===== config.mk =====
export PLATFORM = sky130hd
export DESIGN_NAME = hazard_stall_ctrl
export DESIGN_NICKNAME = d
export VERILOG_FILES = /design/src/rtl/mips_pkg.sv /design/src/rtl/hazard_match.sv /design/src/rtl/hazard_stall_ctrl.sv
export SDC_FILE = /design/constraint.sdc
export NUM_CORES = 1
export LEC_CHECK = 0
export CAP_MARGIN = 20
export CORE_MARGIN = 2
export CORE_UTILIZATION = 30
export CTS_CLUSTER_DIAMETER = 150
export DETAILED_ROUTE_END_ITERATION = 16
export PLACE_DENSITY = 0.63
export RECOVER_POWER = 50
export REMOVE_ABC_BUFFERS = 1
export SYNTH_ARGS = -nofsm -noshare
export SYNTH_HDL_FRONTEND = slang
export SYNTH_SLANG_ARGS = --single-unit

===== constraint.sdc =====
create_clock -name clk -period 3.66 [get_ports clk]
set_input_delay 1.098 -clock clk [delete_from_list [all_inputs] [get_ports clk]]
set_output_delay 1.098 -clock clk [all_outputs]
set_load 0.05 [all_outputs]

===== src/rtl/mips_pkg.sv =====
// mips_pkg: shared hazard-controller types and register-tag constants.
package mips_pkg;
  localparam int TAG_W = 5;
  localparam logic [TAG_W-1:0] REG_ZERO = '0;
  typedef enum logic [1:0] {RUN, BR_WAIT2, MEMWAIT} state_t;
endpackage


===== src/rtl/hazard_match.sv =====
// hazard_match: compares ID source tags against EX/MEM destination tags.
module hazard_match
  import mips_pkg::*;
#(
  parameter int W = TAG_W
) (
  input  logic [W-1:0] rs,
  input  logic [W-1:0] rt,
  input  logic         use_rs,
  input  logic         use_rt,
  input  logic [W-1:0] ex_dst,
  input  logic [W-1:0] mem_dst,
  output logic         ex_match,
  output logic         mem_match
);
  always_comb begin
    ex_match  = (ex_dst != W'(REG_ZERO)) && ((use_rs && ex_dst == rs) || (use_rt && ex_dst == rt));
    mem_match = (mem_dst != W'(REG_ZERO)) && ((use_rs && mem_dst == rs) || (use_rt && mem_dst == rt));
  end
endmodule


===== src/rtl/hazard_stall_ctrl.sv =====
// hazard_stall_ctrl: stall/flush/freeze sequencing for the 5-stage MIPS pipeline.
module hazard_stall_ctrl
  import mips_pkg::*;
#(
  parameter int REG_W    = TAG_W,
  parameter int CNT_W    = 32,
  parameter int MAX_WAIT = 64
) (
  input  logic             clk,
  input  logic             rst_n,
  input  logic [REG_W-1:0] id_rs,
  input  logic [REG_W-1:0] id_rt,
  input  logic             id_use_rs,
  input  logic             id_use_rt,
  input  logic             id_branch,
  input  logic             id_taken,
  input  logic [REG_W-1:0] ex_dst,
  input  logic             ex_regwrite,
  input  logic             ex_memread,
  input  logic [REG_W-1:0] mem_dst,
  input  logic             mem_memread,
  input  logic             dmem_wait,
  output logic             pc_write,
  output logic             ifid_stall,
  output logic             ifid_flush,
  output logic             idex_bubble,
  output logic             freeze,
  output logic [CNT_W-1:0] stall_cycles,
  output logic             wait_timeout
);
  localparam int WC_W = $clog2(MAX_WAIT + 1);
  state_t state_q, state_d;
  logic [CNT_W-1:0] stall_cycles_q, stall_cycles_d;
  logic [WC_W-1:0] wait_cnt_q, wait_cnt_d;
  logic wait_timeout_q, wait_timeout_d;
  logic ex_match, mem_match, br_ex_load, hazard, stall;
  hazard_match #(.W(REG_W)) u_match (
    .rs(id_rs), .rt(id_rt), .use_rs(id_use_rs), .use_rt(id_use_rt),
    .ex_dst(ex_dst), .mem_dst(mem_dst), .ex_match(ex_match), .mem_match(mem_match)
  );
  always_comb begin
    br_ex_load = id_branch && ex_match && ex_memread;
    hazard = (ex_memread && ex_match)
          || (id_branch && ex_match && ex_regwrite)
          || br_ex_load
          || (id_branch && mem_match && mem_memread);
    // a memory wait freezes everything, so hazards wait until it clears
    stall = !dmem_wait && (state_q == BR_WAIT2 || hazard);
    pc_write    = rst_n && !dmem_wait && !stall;
    ifid_stall  = rst_n && (dmem_wait || stall);
    ifid_flush  = !rst_n || (!dmem_wait && !stall && id_taken);
    idex_bubble = !rst_n || stall;
    freeze      = rst_n && dmem_wait;
    state_d = dmem_wait ? MEMWAIT : (state_q != BR_WAIT2 && br_ex_load) ? BR_WAIT2 : RUN;
    stall_cycles_d = stall_cycles_q + CNT_W'(!pc_write);
    wait_cnt_d = !dmem_wait ? '0 : (wait_cnt_q == WC_W'(MAX_WAIT)) ? wait_cnt_q : wait_cnt_q + 1'b1;
    wait_timeout_d = wait_timeout_q || (wait_cnt_d == WC_W'(MAX_WAIT));
    stall_cycles = stall_cycles_q;
    wait_timeout = wait_timeout_q;
  end
  always_ff @(posedge clk) begin
    if (!rst_n) begin
      state_q        <= RUN;
      stall_cycles_q <= '0;
      wait_cnt_q     <= '0;
      wait_timeout_q <= 1'b0;
    end else begin
      state_q        <= state_d;
      stall_cycles_q <= stall_cycles_d;
      wait_cnt_q     <= wait_cnt_d;
      wait_timeout_q <= wait_timeout_d;
    end
  end
endmodule


==> results.yml, run 1 <==
status:
  run_status: "finished, final reports clean"
timing:
  fmax_mhz: 277
  slew_viol_final: 0
  holdWs_ns: 0.471
  final.period_utilization: 0.985
  tightestPinTransition_ns: 0.514
  setup_violations: 0
  finalHoldViolations: 0
  max-slew-margin-rel: 0.656
  clock_skew_ns: 0.00816
  fin_crit_ns: 3.61
  fin_tns_setup_ns: 0
route:
  drc_errors: 0
  vias: 2059
  vias_per_cell: 4.64
  drt_iter0_drc: 44
  ant_nets: 0
  dr.pass1.iters: 4
  wl_per_cell_um: 12.5
  wl_mm: 5.56
placement:
  gp_congestion: 0.883
  hpwl_mm: 4.29
  dpl-instance-area_um2: 3160
  place.port_buffers: 67
clocking:
  root_buffer: "clkbuf_8"
  cts_made_buffers: 5
  clk_latency_ns: 0.29
  hold_buffers: 0
  clock_path_buffers: 2
  cts_tree: "yes"
  htreeDepth: 2
  cts.sinks: 42
  clk_pin_slew_ns: 0.08
logic_synthesis:
  synthAdderAreaFrac: 0.0225
  synth_top_area_share: 0.378
  netlist_area_um2: 2220
  synth-xor-area-share: 0.185
  yosys.area_share.simple: 0.302
  synth_area_per_cell_um2: 8.51
  ys_ff_latch: 42
  yosysTopAreaCell: "dfxtp_1"
  ys_types: 39
  synth-seq-area-share: 0.378
  synthMuxAreaShare: 0.00450
  yosys_warnings: 0
  synth_top_family_by_area: "simple AND/OR/NAND/NOR gates"
  syn_inst: 261
  synth_compound_area_frac: 0.0800
  synthTopCellsByArea: "dfxtp_1 (38%), xnor2_1 (12%), xor2_1 (6.3%)"
hold_path:
  hp-class: "flip-flop to flip-flop"
floorplanning:
  start_util: 0.308
  rows: 31
  ioPinCount: 68
  fp.dieW_um: 90.1
  dieArea_um2: 8110
  die_h_um: 90.1
  core_um2: 7210
setup_path:
  path_class: "input port to output pin"
  cp.required_ns: 2.56
  rrSetupSlack_ns: 1.30
  end_kind: "output pin"
  cp.arrival_ns: 2.51
  start_kind: "input port"
  crit_path_max_fanout: 5
cells_and_area:
  syn_to_final_growth_pct: 46.9
  nNetsFinal: 378
  insertedDiodeCount: 0
  drive_above_1_share: 0.142
  design_area_um2: 3260
pwr:
  p_per_area_nw_per_um2: 280
  ir_worst_vdd_v: 0.000181
  p_leak_uw: 0.00128
grt:
  grt_overflow: 0
  grt_antenna_before_repair: 0
  grt_pass1_vias: 2005
  grt_pass1_wl_mm: 9.27
  track_usage: 0.137
  grt_max_degree: 28
run:
  max_cap_violations: 0
-- critical path, stage by stage --
cell	delay [ns]
clkdlybuf4s15_1	0.24
xnor2_1	0.19
nand4_1	0.13
o22ai_2	0.19
a41oi_2	0.19
buf_4	0.20
a21oi_4	0.13
buf_12	0.15
-- final cells by class --
cell class                      count  area (µm²)
Clock buffer                        6        72.6
Inverter                            8        30.0
Clock inverter                      2        13.8
Tap cell                           99         124
Fill cell                         732        3950
Sequential cell                    42         841
Multi-Input combinational cell    204        1390
Timing Repair Buffer               83         792
-- cell usage in the layout, fill, tap and decap left out, types with 2 or more instances in the layout --
cell type        Yosys  routed
dfxtp_1             42      42
nor2_1              34      34
xnor2_1             31      29
dlygate4sd3_1        0      28
nand2_1             25      25
nand3_1             16      16
xor2_1              16      16
clkdlybuf4s50_1      0      14
buf_4                1      13
nand4_1             11      11
dlygate4sd2_1        0       9
inv_1                8       8
clkbuf_2             0       6
nor3_1               5       5
and3_1               5       5
and2_1               5       5
nor4_1               5       5
o21bai_1             5       5
o21ai_0              5       5
clkbuf_8             0       5
clkdlybuf4s15_1      0       5
buf_12               0       5
or3_1                4       4
a21oi_1              6       4
ha_1                 4       4
and4_1               3       3
clkbuf_1             5       3
o22ai_2              0       2
xnor2_2              0       2
nand4b_1             2       2
nor3_2               2       2
nand2b_1             2       2
-- sequential cells by signal (all words and copies together) (netlist names) --
signal / count
wait_timeout: 1
wait_cnt_q: 7
state_q: 2
stall_cycles: 32
-- synth_stat cells, drive strengths merged --
master	count
ha	4
o21bai	5
a31o	1
a21o	1
o21ai	5
a41oi	2
a21oi	6
a32o	1
xnor2	31
and2	5
mux2i	1
a211o	1
nand3	17
nor2	34
a31oi	2
inv	8
nand2	26
nor4	5
o22ai	2
clkbuf	5
nand4b	2
and4	3
dfxtp	42
nor2b	1
nand4	13
buf	2
xor2	16
nand2b	2
nor3	7
o31ai	1
nor4b	1
or3	4
and3	5
-- power breakdown --
group          switching (µW)  total (µW)  internal (µW)
combinational            78.9         150           70.8
clock                     162         297            135
sequential               5.91         468            462
total                     247         914            667
-- what timing repair did --
action	in CTS	in global routing
buffers inserted	1	0
pin swaps	8	16
resized for setup	29	19
setup endpoints to repair	5	4
-- path summary, 6_finish.rpt --
kind,start,end,cells after the start
worst max-delay path,mem_dst[4],idex_bubble,8
worst min-delay path,wait_timeout,wait_timeout,1
worst max register to register,state_q[0],stall_cycles[28],12
worst min register to register,wait_timeout,wait_timeout,1
-- through the flow --
step / cells / worst slack, ns / utilization / total power, µW
floorplan: 254 / 0.0340 / - / 547
global placement: 436 / -0.333 / 0.437 / 630
detailed placement: 436 / -0.306 / 0.437 / 631
CTS: 444 / 0.0213 / 0.453 / 926
global route: 444 / -0.00231 / 0.452 / 958
finish: 444 / 0.0534 / 0.452 / 914
-- cell families after synthesis --
logic type	count (synthesis)
adders and majority gates	4
DFF	42
muxes	1
xor gates and xnor gates	47
and+or+nand+nor	125
buffers and inverters	15
AOI/OAI and AO/OA	27
-- metal layers --
| metal | part of all wire | vias to the layer above | global-route usage |
|---|---|---|---|
| met1 | 0.45 | 953 | 0.168 |
| met5 | 0 | - | 0 |
| met4 | 0.019 | 0 | 0.0423 |
| met2 | 0.51 | 33 | 0.241 |
| met3 | 0.027 | 9 | 0.0268 |
| li1 | - | 1064 | - |
Power figures use the tool's default switching activity.
==> inputs of run 2 (changes only) <==
--- a/config.mk
+++ b/config.mk
@@ -5,12 +5,13 @@
 export SDC_FILE = /design/constraint.sdc
 export NUM_CORES = 1
 export LEC_CHECK = 0
+export ABC_AREA = 1
 export CAP_MARGIN = 20
 export CORE_MARGIN = 2
 export CORE_UTILIZATION = 30
 export CTS_CLUSTER_DIAMETER = 150
 export DETAILED_ROUTE_END_ITERATION = 16
-export PLACE_DENSITY = 0.63
+export PLACE_DENSITY = 0.62
 export RECOVER_POWER = 50
 export REMOVE_ABC_BUFFERS = 1
 export SYNTH_ARGS = -nofsm -noshare
==> results.yml, run 2 <==
status:
  run_status: "finished, final reports clean"
floorplanning:
  ioPinCount: 68
  dieArea_um2: 9520
  fp.dieW_um: 97.6
  die_h_um: 97.6
  core_um2: 8590
  rows: 34
  start_util: 0.306
pwr:
  p_int_uw: 681
  p_leak_uw: 0.00151
  seqPwrFrac: 0.493
  switching_power_uw: 265
  sw_frac_of_total: 0.280
  combPwrFrac: 0.167
  ir_worst_vdd_v: 0.000131
  clockPowerShare: 0.340
  p_per_area_nw_per_um2: 257
setup_path:
  cp.arrival_ns: 2.46
  critPathBufInv: 3
  cp.required_ns: 2.56
  rrSetupSlack_ns: 1.51
  crit_end: "pc_write"
  crit_path_max_fanout: 3
  r2r_start: "state_q[0]"
  critical_path_depth: 10
  start_kind: "input port"
  cpMaxStageDelayCell: "clkdlybuf4s50_1"
  crit_chain: "clkdlybuf4s50_1 > nand2_1 > nor2_2 > nand3_1 > nand2_2 > nand3_2 > nand2_1 > nor3_2 > buf_4 > buf_12"
  reg2regPathDepth: 17
  timing.rr.end: "stall_cycles[16]"
  crit_top_cell: "nand2_1"
  critPathTopFamily: "buffers and inverters"
  max_stage_delay_ns: 0.48
  path_class: "input port to output pin"
  end_kind: "output pin"
  startpoint: "id_use_rt"
logic_synthesis:
  synth_common_cells: "nand2_1 (128), inv_1 (63), nor2_1 (62), dfxtp_1 (42), a21oi_1 (24)"
  synth_top_family_by_area: "simple AND/OR/NAND/NOR gates"
  synth-xor-area-share: 0.0167
  syn_inst: 427
  ys_async_sr_fraction: 0
  yosys.area_share.simple: 0.448
  synth_compound_area_frac: 0.0939
  netlist_area_um2: 2630
  yosys_warnings: 0
  synth_ff_type: "dfxtp_1"
  synthTopCellsByArea: "dfxtp_1 (32%), nand2_1 (18%), inv_1 (9.0%)"
  synthAdderAreaFrac: 0.0191
  synth_enable_flop_cells: 0
  synth_top_area_share: 0.320
  synth_area_per_cell_um2: 6.15
  ys_ff_latch: 42
  ys_types: 31
  synthMuxAreaShare: 0
  yosysTopAreaCell: "dfxtp_1"
  yosysMostFrequentCell: "nand2_1"
  synth-seq-area-share: 0.320
clocking:
  clock_path_buffers: 2
  hold_buffers: 0
  cts_tree: "yes"
  root_buffer: "clkbuf_8"
  cts_setup_buffers: 0
  cts_made_buffers: 5
  cts.sinks: 42
  clk_latency_ns: 0.31
  clk_pin_slew_ns: 0.08
  htreeDepth: 2
grt:
  grt_overflow: 0
  grt_max_degree: 24
  track_usage: 0.164
  grt_pass1_wl_mm: 12.8
  grt_antenna_before_repair: 0
  grt_pass1_vias: 2805
timing:
  fin_crit_ns: 3.56
  finalHoldViolations: 0
  fmax_mhz: 281
  clock_skew_ns: 0.00926
  max-slew-margin-rel: 0.218
  final.period_utilization: 0.973
  tightestPinTransition_ns: 1.17
  setup_violations: 0
  slew_viol_final: 0
cells_and_area:
  insertedDiodeCount: 0
  final_cells: 621
  syn_to_final_growth_pct: 40.0
  final_cell_mix: "nand2_1 (126), inv_1 (59), nor2_1 (57)"
  design_area_um2: 3680
  largest_reg_flops: 32
  layout_commonest_cell: "nand2_1"
  drive_above_1_share: 0.127
  nNetsFinal: 546
placement:
  place.port_buffers: 67
  hpwl_mm: 6.13
  dp.cells: 613
  dpl-instance-area_um2: 3580
  gp_congestion: 0.868
route:
  drt_iter0_drc: 119
  wl_per_cell_um: 12.1
  dr.pass1.iters: 5
  vias: 2904
  wl_mm: 7.53
  vias_per_cell: 4.68
  ant_nets: 0
  drc_errors: 0
hold_path:
  hp-class: "flip-flop to flip-flop"
run:
  max_cap_violations: 0
## run 2: changes by cell type after synthesis, moves of 5 or more
| cell | change |
|---|---|
| inv_1 | +55 |
| and2_1 | -5 |
| nand2_1 | +103 |
| nor2_1 | +28 |
| a21oi_1 | +18 |
| nor4_1 | -5 |
| xnor2_1 | -30 |
| xor2_1 | -12 |
| nand3_1 | +5 |
| o21ai_0 | +5 |
| nor3_1 | +7 |
## run 2: what timing repair did
| item | in CTS | in global routing |
|---|---|---|
| pin swaps | 3 | 3 |
| endpoints found under the setup margin | 4 | 4 |
| resized for setup | 30 | 5 |
## run 2: how the worst min path moves through the flow
stage | depth (start not counted) | startpoint | slack, ns | end
floorplan | 2 | wait_cnt_q[6] | 0.52 | wait_cnt_q[6]
global placement | 2 | wait_timeout | 0.45 | wait_timeout
detailed placement | 2 | wait_timeout | 0.45 | wait_timeout
CTS | 2 | wait_timeout | 0.47 | wait_timeout
global route | 2 | wait_timeout | 0.49 | wait_timeout
finish | 2 | wait_timeout | 0.46 | wait_timeout
## run 2: logic make-up (layout without fill, tap and decap cells)
kind of cell             Yosys count  after routing
adder cells (fa/ha/maj)            4              4
XOR/XNOR                           5              5
AND/OR/NAND/NOR                  261            261
buffers and inverters             71            157
AO/OA/AOI/OAI                     44             44
flip-flops                        42             42
## run 2: power groups by stage
| stage | Sequential [µW] | Combinational [µW] | Clock [µW] |
|---|---|---|---|
| 6_report | 466 | 158 | 321 |
| 5_1_grt | 467 | 173 | 348 |
| 4_1_cts | 466 | 159 | 326 |
| 3_5_place_dp | 477 | 163 | 0 |
| 3_3_place_gp | 476 | 162 | 0 |
| 2_1_floorplan | 488 | 63.2 | 0 |
## run 2: per-stage QoR
stage | worst slack, ns | power [µW] | util | hold WS, ns | setup TNS, ns
finish | 0.0973 | 945 | 0.428 | 0.457 | 0
global route | -0.0195 | 988 | 0.428 | 0.492 | -0.0369
CTS | 0.0544 | 950 | 0.426 | 0.466 | 0
global placement | -0.195 | 639 | 0.417 | 0.450 | -1.91
floorplan | -0.177 | 551 | - | 0.519 | -0.177
detailed placement | -0.201 | 640 | 0.417 | 0.447 | -2.01
## run 2: routing by layer
layer	track usage	routed length [µm]	vias up
met1	0.213	3420	1296
met2	0.271	3530	83
met4	0.0502	155	0
met3	0.0374	421	17
li1	-	-	1508
met5	0	0	-
## run 2: tightest hold or removal path, stage by stage (launching register included)
cell     delay (ns)
dfxtp_1        0.32
nand2_1        0.06
nand2_1        0.05
## run 2: final cells by class
class	count	area (µm²)
Fill cell	919	4920
Multi-Input combinational cell	314	1550
Sequential cell	42	841
Timing Repair Buffer	83	812
Inverter	66	248
Tap cell	108	135
Clock buffer	7	86.3
Clock inverter	1	5.00
